$ cat config.mk
export PLATFORM = sky130hd
export DESIGN_NAME = spi_slave_core
export DESIGN_NICKNAME = d
export VERILOG_FILES = /design/src/rtl/spi_slave_pkg.sv /design/src/rtl/spi_slave_sync_edge.sv /design/src/rtl/spi_slave_core.sv
export SDC_FILE = /design/constraint.sdc
export NUM_CORES = 1
export LEC_CHECK = 0
export ABC_AREA = 1
export BUFFER_PORTS_ARGS = -buffer_cell sky130_fd_sc_hd__buf_2
export CORE_MARGIN = 10
export CORE_UTILIZATION = 53
export CTS_CLUSTER_DIAMETER = 40
export DETAILED_ROUTE_END_ITERATION = 7
export PLACE_DENSITY = 0.9
export SYNTH_ARGS = -nofsm -noshare
export SYNTH_HDL_FRONTEND = slang
export SYNTH_HIERARCHICAL = 1
export SYNTH_SLANG_ARGS = --single-unit
$ cat constraint.sdc
create_clock -name clk -period 2.7 [get_ports clk]
set_input_delay 0.405 -clock clk [delete_from_list [all_inputs] [get_ports clk]]
set_output_delay 0.405 -clock clk [all_outputs]
set_load 0.02 [all_outputs]
$ cat src/rtl/spi_slave_pkg.sv
// Shared constants for the SPI responder core: register map, status layout, idle byte.
package spi_slave_pkg;

  // Register word offsets (addr[1:0]).
  localparam logic [1:0] REG_STATUS = 2'd0;
  localparam logic [1:0] REG_TXDATA = 2'd1;
  localparam logic [1:0] REG_CTRL   = 2'd2;

  // Status register bit positions; rx_data occupies [7:0].
  localparam int unsigned ST_RX_VALID = 8;
  localparam int unsigned ST_TX_FULL  = 9;
  localparam int unsigned ST_OVERRUN  = 10;
  localparam int unsigned ST_BUSY     = 11;

  // CTRL write bits.
  localparam int unsigned CTRL_CLR_RX_VALID = 0;
  localparam int unsigned CTRL_CLR_OVERRUN  = 1;

  // Byte shifted out when nothing is queued for transmission.
  localparam logic [7:0] DUMMY_DEFAULT = 8'hFF;

  // Assemble the status word.
  function automatic logic [31:0] pack_status(input logic       busy,
                                              input logic       overrun,
                                              input logic       tx_full,
                                              input logic       rx_valid,
                                              input logic [7:0] rx_data);
    logic [31:0] s;
    s = '0;
    s[ST_BUSY]     = busy;
    s[ST_OVERRUN]  = overrun;
    s[ST_TX_FULL]  = tx_full;
    s[ST_RX_VALID] = rx_valid;
    s[7:0]         = rx_data;
    return s;
  endfunction

endpackage

$ cat src/rtl/spi_slave_sync_edge.sv
// N-stage synchronizer for an asynchronous pin, with registered level and
// single-cycle rise/fall pulses that are mutually aligned.
module spi_slave_sync_edge import spi_slave_pkg::*; #(
  parameter int unsigned STAGES  = 2,
  parameter logic        RST_VAL = 1'b0
) (
  input  logic clk,
  input  logic reset,
  input  logic d_i,
  output logic level_o,
  output logic rise_o,
  output logic fall_o
);

  logic [STAGES-1:0] sync_q;
  logic              dly_q;
  logic              rise_q;
  logic              fall_q;

  // Synchronizer chain, delayed copy and edge pulses; level and pulses update together.
  always_ff @(posedge clk or posedge reset) begin
    if (reset) begin
      sync_q <= {STAGES{RST_VAL}};
      dly_q  <= RST_VAL;
      rise_q <= 1'b0;
      fall_q <= 1'b0;
    end else begin
      sync_q <= {sync_q[STAGES-2:0], d_i};
      dly_q  <= sync_q[STAGES-1];
      rise_q <= sync_q[STAGES-1] & ~dly_q;
      fall_q <= ~sync_q[STAGES-1] & dly_q;
    end
  end

  assign level_o = dly_q;
  assign rise_o  = rise_q;
  assign fall_o  = fall_q;

endmodule

$ cat src/rtl/spi_slave_core.sv
// Memory-mapped SPI responder (modes 0 and 3, MSB first, 8-bit frames).
// SPI pins are oversampled in the clk domain; f_sclk must not exceed f_clk/8.
module spi_slave_core import spi_slave_pkg::*; #(
  parameter logic [7:0]  DUMMY       = DUMMY_DEFAULT,
  parameter int unsigned SYNC_STAGES = 2
) (
  input  logic        clk,
  input  logic        reset,
  input  logic        cs,
  input  logic        read,
  input  logic        write,
  input  logic [4:0]  addr,
  output logic [31:0] rd_data,
  input  logic [31:0] wr_data,
  input  logic        spi_sclk,
  input  logic        spi_mosi,
  input  logic        spi_ss_n,
  output logic        spi_miso,
  output logic        spi_miso_oe
);

  logic sclk_lvl, sclk_rise, sclk_fall;
  logic ss_n_lvl, ss_n_rise, ss_n_fall;
  logic sel;

  spi_slave_sync_edge #(
    .STAGES  (SYNC_STAGES),
    .RST_VAL (1'b0)
  ) u_sync_sclk (
    .clk     (clk),
    .reset   (reset),
    .d_i     (spi_sclk),
    .level_o (sclk_lvl),
    .rise_o  (sclk_rise),
    .fall_o  (sclk_fall)
  );

  // ss_n idles high so reset does not fake a frame start.
  spi_slave_sync_edge #(
    .STAGES  (SYNC_STAGES),
    .RST_VAL (1'b1)
  ) u_sync_ss_n (
    .clk     (clk),
    .reset   (reset),
    .d_i     (spi_ss_n),
    .level_o (ss_n_lvl),
    .rise_o  (ss_n_rise),
    .fall_o  (ss_n_fall)
  );

  assign sel = ~ss_n_lvl;

  // mosi needs no edge detect; one extra stage lines it up with the sclk pulses.
  logic [SYNC_STAGES:0] mosi_sync_q;
  logic                 mosi_s;

  // mosi synchronizer.
  always_ff @(posedge clk or posedge reset) begin
    if (reset) mosi_sync_q <= '0;
    else       mosi_sync_q <= {mosi_sync_q[SYNC_STAGES-1:0], spi_mosi};
  end

  assign mosi_s = mosi_sync_q[SYNC_STAGES];

  logic [7:0] tx_shift_q, tx_shift_d;
  logic [7:0] rx_shift_q, rx_shift_d;
  logic [2:0] bit_cnt_q, bit_cnt_d;
  logic [7:0] rx_data_q, rx_data_d;
  logic       rx_valid_q, rx_valid_d;
  logic       overrun_q, overrun_d;
  logic [7:0] tx_buf_q, tx_buf_d;
  logic       tx_full_q, tx_full_d;

  logic wr_tx, wr_ctrl, clr_rx_valid, clr_overrun;
  logic load_tx, byte_done;

  assign wr_tx        = cs & write & (addr[1:0] == REG_TXDATA);
  assign wr_ctrl      = cs & write & (addr[1:0] == REG_CTRL);
  assign clr_rx_valid = wr_ctrl & wr_data[CTRL_CLR_RX_VALID];
  assign clr_overrun  = wr_ctrl & wr_data[CTRL_CLR_OVERRUN];

  // Next state for framing, shifters and register file.
  always_comb begin
    tx_shift_d = tx_shift_q;
    rx_shift_d = rx_shift_q;
    bit_cnt_d  = bit_cnt_q;
    rx_data_d  = rx_data_q;
    rx_valid_d = rx_valid_q;
    overrun_d  = overrun_q;
    tx_buf_d   = tx_buf_q;
    tx_full_d  = tx_full_q;
    load_tx    = 1'b0;
    byte_done  = 1'b0;

    if (ss_n_fall) begin
      bit_cnt_d = '0;
      load_tx   = 1'b1;
    end else if (ss_n_rise) begin
      // Partial byte is simply dropped.
      bit_cnt_d = '0;
    end else if (sel) begin
      if (sclk_rise) begin
        rx_shift_d = {rx_shift_q[6:0], mosi_s};
        if (bit_cnt_q == 3'd7) begin
          byte_done = 1'b1;
          bit_cnt_d = '0;
          load_tx   = 1'b1;
        end else begin
          bit_cnt_d = bit_cnt_q + 3'd1;
        end
      end else if (sclk_fall && (bit_cnt_q != 3'd0)) begin
        // bit_cnt == 0 marks the mode-3 leading edge or the post-byte mode-0 edge.
        tx_shift_d = {tx_shift_q[6:0], 1'b0};
      end
    end

    // The shifter takes the buffer as it was before any same-cycle write.
    if (load_tx) begin
      if (tx_full_q) begin
        tx_shift_d = tx_buf_q;
        tx_full_d  = 1'b0;
      end else begin
        tx_shift_d = DUMMY;
      end
    end

    if (wr_tx) begin
      tx_buf_d  = wr_data[7:0];
      tx_full_d = 1'b1;
    end

    if (clr_rx_valid) rx_valid_d = 1'b0;
    if (clr_overrun)  overrun_d  = 1'b0;

    // A completing byte wins over a same-cycle clear and does not count as overrun then.
    if (byte_done) begin
      rx_data_d  = {rx_shift_q[6:0], mosi_s};
      rx_valid_d = 1'b1;
      if (rx_valid_q && !clr_rx_valid) overrun_d = 1'b1;
    end
  end

  // State registers.
  always_ff @(posedge clk or posedge reset) begin
    if (reset) begin
      tx_shift_q <= DUMMY;
      rx_shift_q <= DUMMY;
      bit_cnt_q  <= '0;
      rx_data_q  <= '0;
      rx_valid_q <= 1'b0;
      overrun_q  <= 1'b0;
      tx_buf_q   <= '0;
      tx_full_q  <= 1'b0;
    end else begin
      tx_shift_q <= tx_shift_d;
      rx_shift_q <= rx_shift_d;
      bit_cnt_q  <= bit_cnt_d;
      rx_data_q  <= rx_data_d;
      rx_valid_q <= rx_valid_d;
      overrun_q  <= overrun_d;
      tx_buf_q   <= tx_buf_d;
      tx_full_q  <= tx_full_d;
    end
  end

  assign spi_miso    = tx_shift_q[7];
  assign spi_miso_oe = sel;

  // Side-effect-free read mux.
  always_comb begin
    rd_data = '0;
    unique case (addr[1:0])
      REG_STATUS: rd_data = pack_status(sel, overrun_q, tx_full_q, rx_valid_q, rx_data_q);
      default:    rd_data = '0;
    endcase
  end

  // Inputs that carry no information for this slot.
  logic unused_inputs;
  assign unused_inputs = ^{read, addr[4:2], wr_data[31:8], sclk_lvl};

endmodule
==> impl_metrics.csv <==
group,metric,value,unit
outcome,status,"complete, no violations",
setup_path,max_stage_delay,0.27,ns
route,drc,0,
route,antenna_left,0,
finish,final_cells,347,
timing,timing.final.crit_share,62.7,%
setup_path,cpMaxStageDelayCell,"nand2_1",
finish,drive_gt1_share,22.0,%
timing,timing.hold.ws,0.189,ns
synth,ys_warn_count,6,
clock_network,cts_root_buffer,"clkbuf_8",
clock_network,insertion_delay,0.31,ns
setup_path,path_buf_inv,3,
timing,max_freq,591,MHz
synth,ys_top_cells_by_area,"dfrtp_1 (34%), dfstp_2 (20%), nand2_1 (7.9%)",
setup_path,cp_top_family,"simple AND/OR/NAND/NOR gates",
grt,first_global_vias,1601,
setup_path,path_common_cell,"buf_2",
timing,setup_slack,1.01,ns
clock_network,hold_buffers,1,
synth,post-synth-top-area-fraction,34.2,%
setup_path,cp_cell_sequence,"buf_2, inv_1, nand2_1, nor2_1, buf_2",
floorplanning,core.rowCount,24,
setup_path,cp.required,2.30,ns
route,vias,1642,
clock_network,clk_pin_slew,0.08,ns
grt,antenna_found_initial,0,
timing,rsz0062_at_grt,"false",
setup_path,path_class,"input port to output port",
placed_design,hpwl,3250,µm
grt,grt_util_all_layers,11.7,%
setup_path,rr_worst_depth,10,
setup_path,r2r-start,"bit_cnt_q[0]",
setup_path,cp-endpoint,"rd_data[11]",
timing,setup_violations,0,
synth,synth_compound_area_share,6.63,%
floorplanning,initial_core_util,54.1,%
finish,area_delta_synth_final,9.35,%
timing,min_period,1.69,ns
timing,skew,0.00575,ns
timing,final.setup.tns,0,ns
synth,synth_cell_types,28,
finish,n_antenna_cell,0,
timing,hold_violations,0,
clock_network,htreeDepth,2,
clock_network,cts.sinks,50,
setup_path,cp.arrival,1.29,ns
grt,overflow,0,
synth,yosysTopAreaCell,"dfrtp_1",
synth,syn_inst,262,
placed_design,portBuffers,30,
grt,grt_pass1_wl,7020,µm
setup_path,cp.depth,5,
timing,max_slew.worst_pin.slew,0.554,ns
synth,ys_seq_elements,50,
route,vias_per_cell,4.73,
clock_network,cts-resized-gates,0,
timing,maxSlewHeadroom,63.0,%
pwr,p_leak,1.32,nW
setup_path,reg2reg_to,"tx_shift_q[2]",
clock_network,cts_buffer_depth,2,
synth,synth_top_family_by_area,"simple AND/OR/NAND/NOR gates",
setup_path,path_max_fanout,12,
placed_design,place_congestion,0.775,
synth,synth.mux.area_fraction,0,%
clock_network,cts_buffers,5,
timing,drv_slew,0,
synth,yosys.area_share.simple,21.1,%
floorplanning,num_io_pins,79,
finish,fin_nets,342,
floorplanning,fp.coreArea,4320,µm²
synth,synth_area,2340,µm²
route,wire_per_inst,12.3,µm
placed_design,dp_slack,0.989,ns
floorplanning,dieHeight,86.5,µm
synth,synthAdderAreaFrac,1.60,%
pwr,peakVddDrop,0.000424,V
route,firstDrtPassIters,4,
clock_network,post_cts_buffers,0,
job,drv_cap,0,
setup_path,start_kind,"input port",
setup_path,reg2reg_slack,1.24,ns
synth,synth_seq_area_share,54.4,%
grt,grt_max_degree,41,
floorplanning,dieArea,7480,µm²
clock_network,cts_tree,"done",
floorplanning,die_x,86.5,µm
synth,synthXorXnorAreaFrac,0,%
setup_path,worstSetupStartpoint,"addr[0]",
hold_path,holdPathStages,1,
hold_path,worstHoldPathType,"input port to register",
setup_path,cp-end-kind,"output port",
placed_design,dp_cells,338,
route,drt-total-wl,4270,µm
route,drt_iter0_markers,72,
pwr,powerDensity,629,nW/µm²
finish,utilization,59.2,%
synth,synth_area_per_cell,8.94,µm²
## area by class of cell
cell class | count | area [µm²]
clock inverters | 2 | 37.5
well taps | 52 | 65.1
repair buffers | 32 | 168
multi-input cells | 158 | 762
flip-flops and latches | 50 | 1270
inverters | 47 | 181
fillers | 378 | 1760
clock buffers | 6 | 72.6
## power by group
part	internal (W)	switching [W]	leakage, nW	total, W
Clock	0.000276	0.000239	0.0514	0.000515
Sequential	0.000854	0.0000414	0.592	0.000895
Combinational	0.0000608	0.000138	0.681	0.000199
Total	0.00119	0.000419	1.32	0.00161
## metrics by stage
step / area [µm²] / total power (W)
floorplan: 2410 / 0.00107
CTS: 2560 / 0.00162
finish: 2560 / 0.00161
global placement: 2440 / 0.00109
detailed placement: 2440 / 0.00111
global route: 2560 / 0.00169
## how the worst min path moves through the flow
stage / slack [ns] / start / endpoint
2_1_floorplan: 0.18 / reset / u_sync_ss_n/fall_o
3_3_place_gp: 0.32 / reset / u_sync_ss_n/fall_o
3_5_place_dp: 0.33 / reset / u_sync_sclk/sync_q[0]
4_1_cts: 0.18 / spi_ss_n / u_sync_ss_n/sync_q[0]
5_1_grt: 0.17 / spi_ss_n / u_sync_ss_n/sync_q[0]
6_report: 0.19 / spi_ss_n / u_sync_ss_n/sync_q[0]
## layer usage
| layer | part of all wire (%) | track usage [%] | up-vias |
|---|---|---|---|
| met4 | 1.8 | 4.86 | 0 |
| met2 | 52 | 20.5 | 30 |
| li1 | - | - | 830 |
| met1 | 40 | 11.9 | 775 |
| met3 | 6.8 | 5.07 | 7 |
| met5 | 0 | 0 | - |
## layout by cell type (no fill, tap or decap), types with 2 or more instances in the layout
master	count
nand3_2	2
nor2_1	24
clkbuf_8	5
o21ai_0	19
o22ai_1	2
nand2_1	49
nand3_1	18
nand4_1	7
ha_1	3
inv_1	45
buf_2	30
dfrtp_1	32
conb_1	20
a21oi_1	7
dfstp_2	18
## synthesized netlist by cell type
cell      number
a21oi_1        7
buf_2          2
buf_4         20
buf_6          1
buf_8          1
clkbuf_1       1
clkbuf_2       1
conb_1         1
dfrtp_1       32
dfstp_2       18
ha_1           3
inv_1         45
inv_2          1
inv_6          1
nand2_1       49
nand2_4        1
nand2_8        1
nand3_1       18
nand3_2        2
nand3_4        1
nand4_1        7
nor2_1        24
nor2_2         1
nor2_4         1
o21ai_0       19
o21ai_1        1
o22ai_1        2
o31ai_1        1
## kinds of logic after synthesis
family,Yosys count
AOI/OAI and AO/OA,30
adders and majority gates,3
buffers and inverters,73
DFF,50
other,1
and+or+nand+nor,105
## sequential cells by signal, indices dropped and copies added, names as in the netlist, 2 cells and up
signal              count
u_sync_sclk/sync_q      2
rx_shift_q              7
tx_shift_q              8
bit_cnt_q               3
tx_buf_q                8
rx_data_q               8
u_sync_ss_n/sync_q      2
mosi_sync_q             3
No activity file was read; power rests on OpenSTA's default activity.
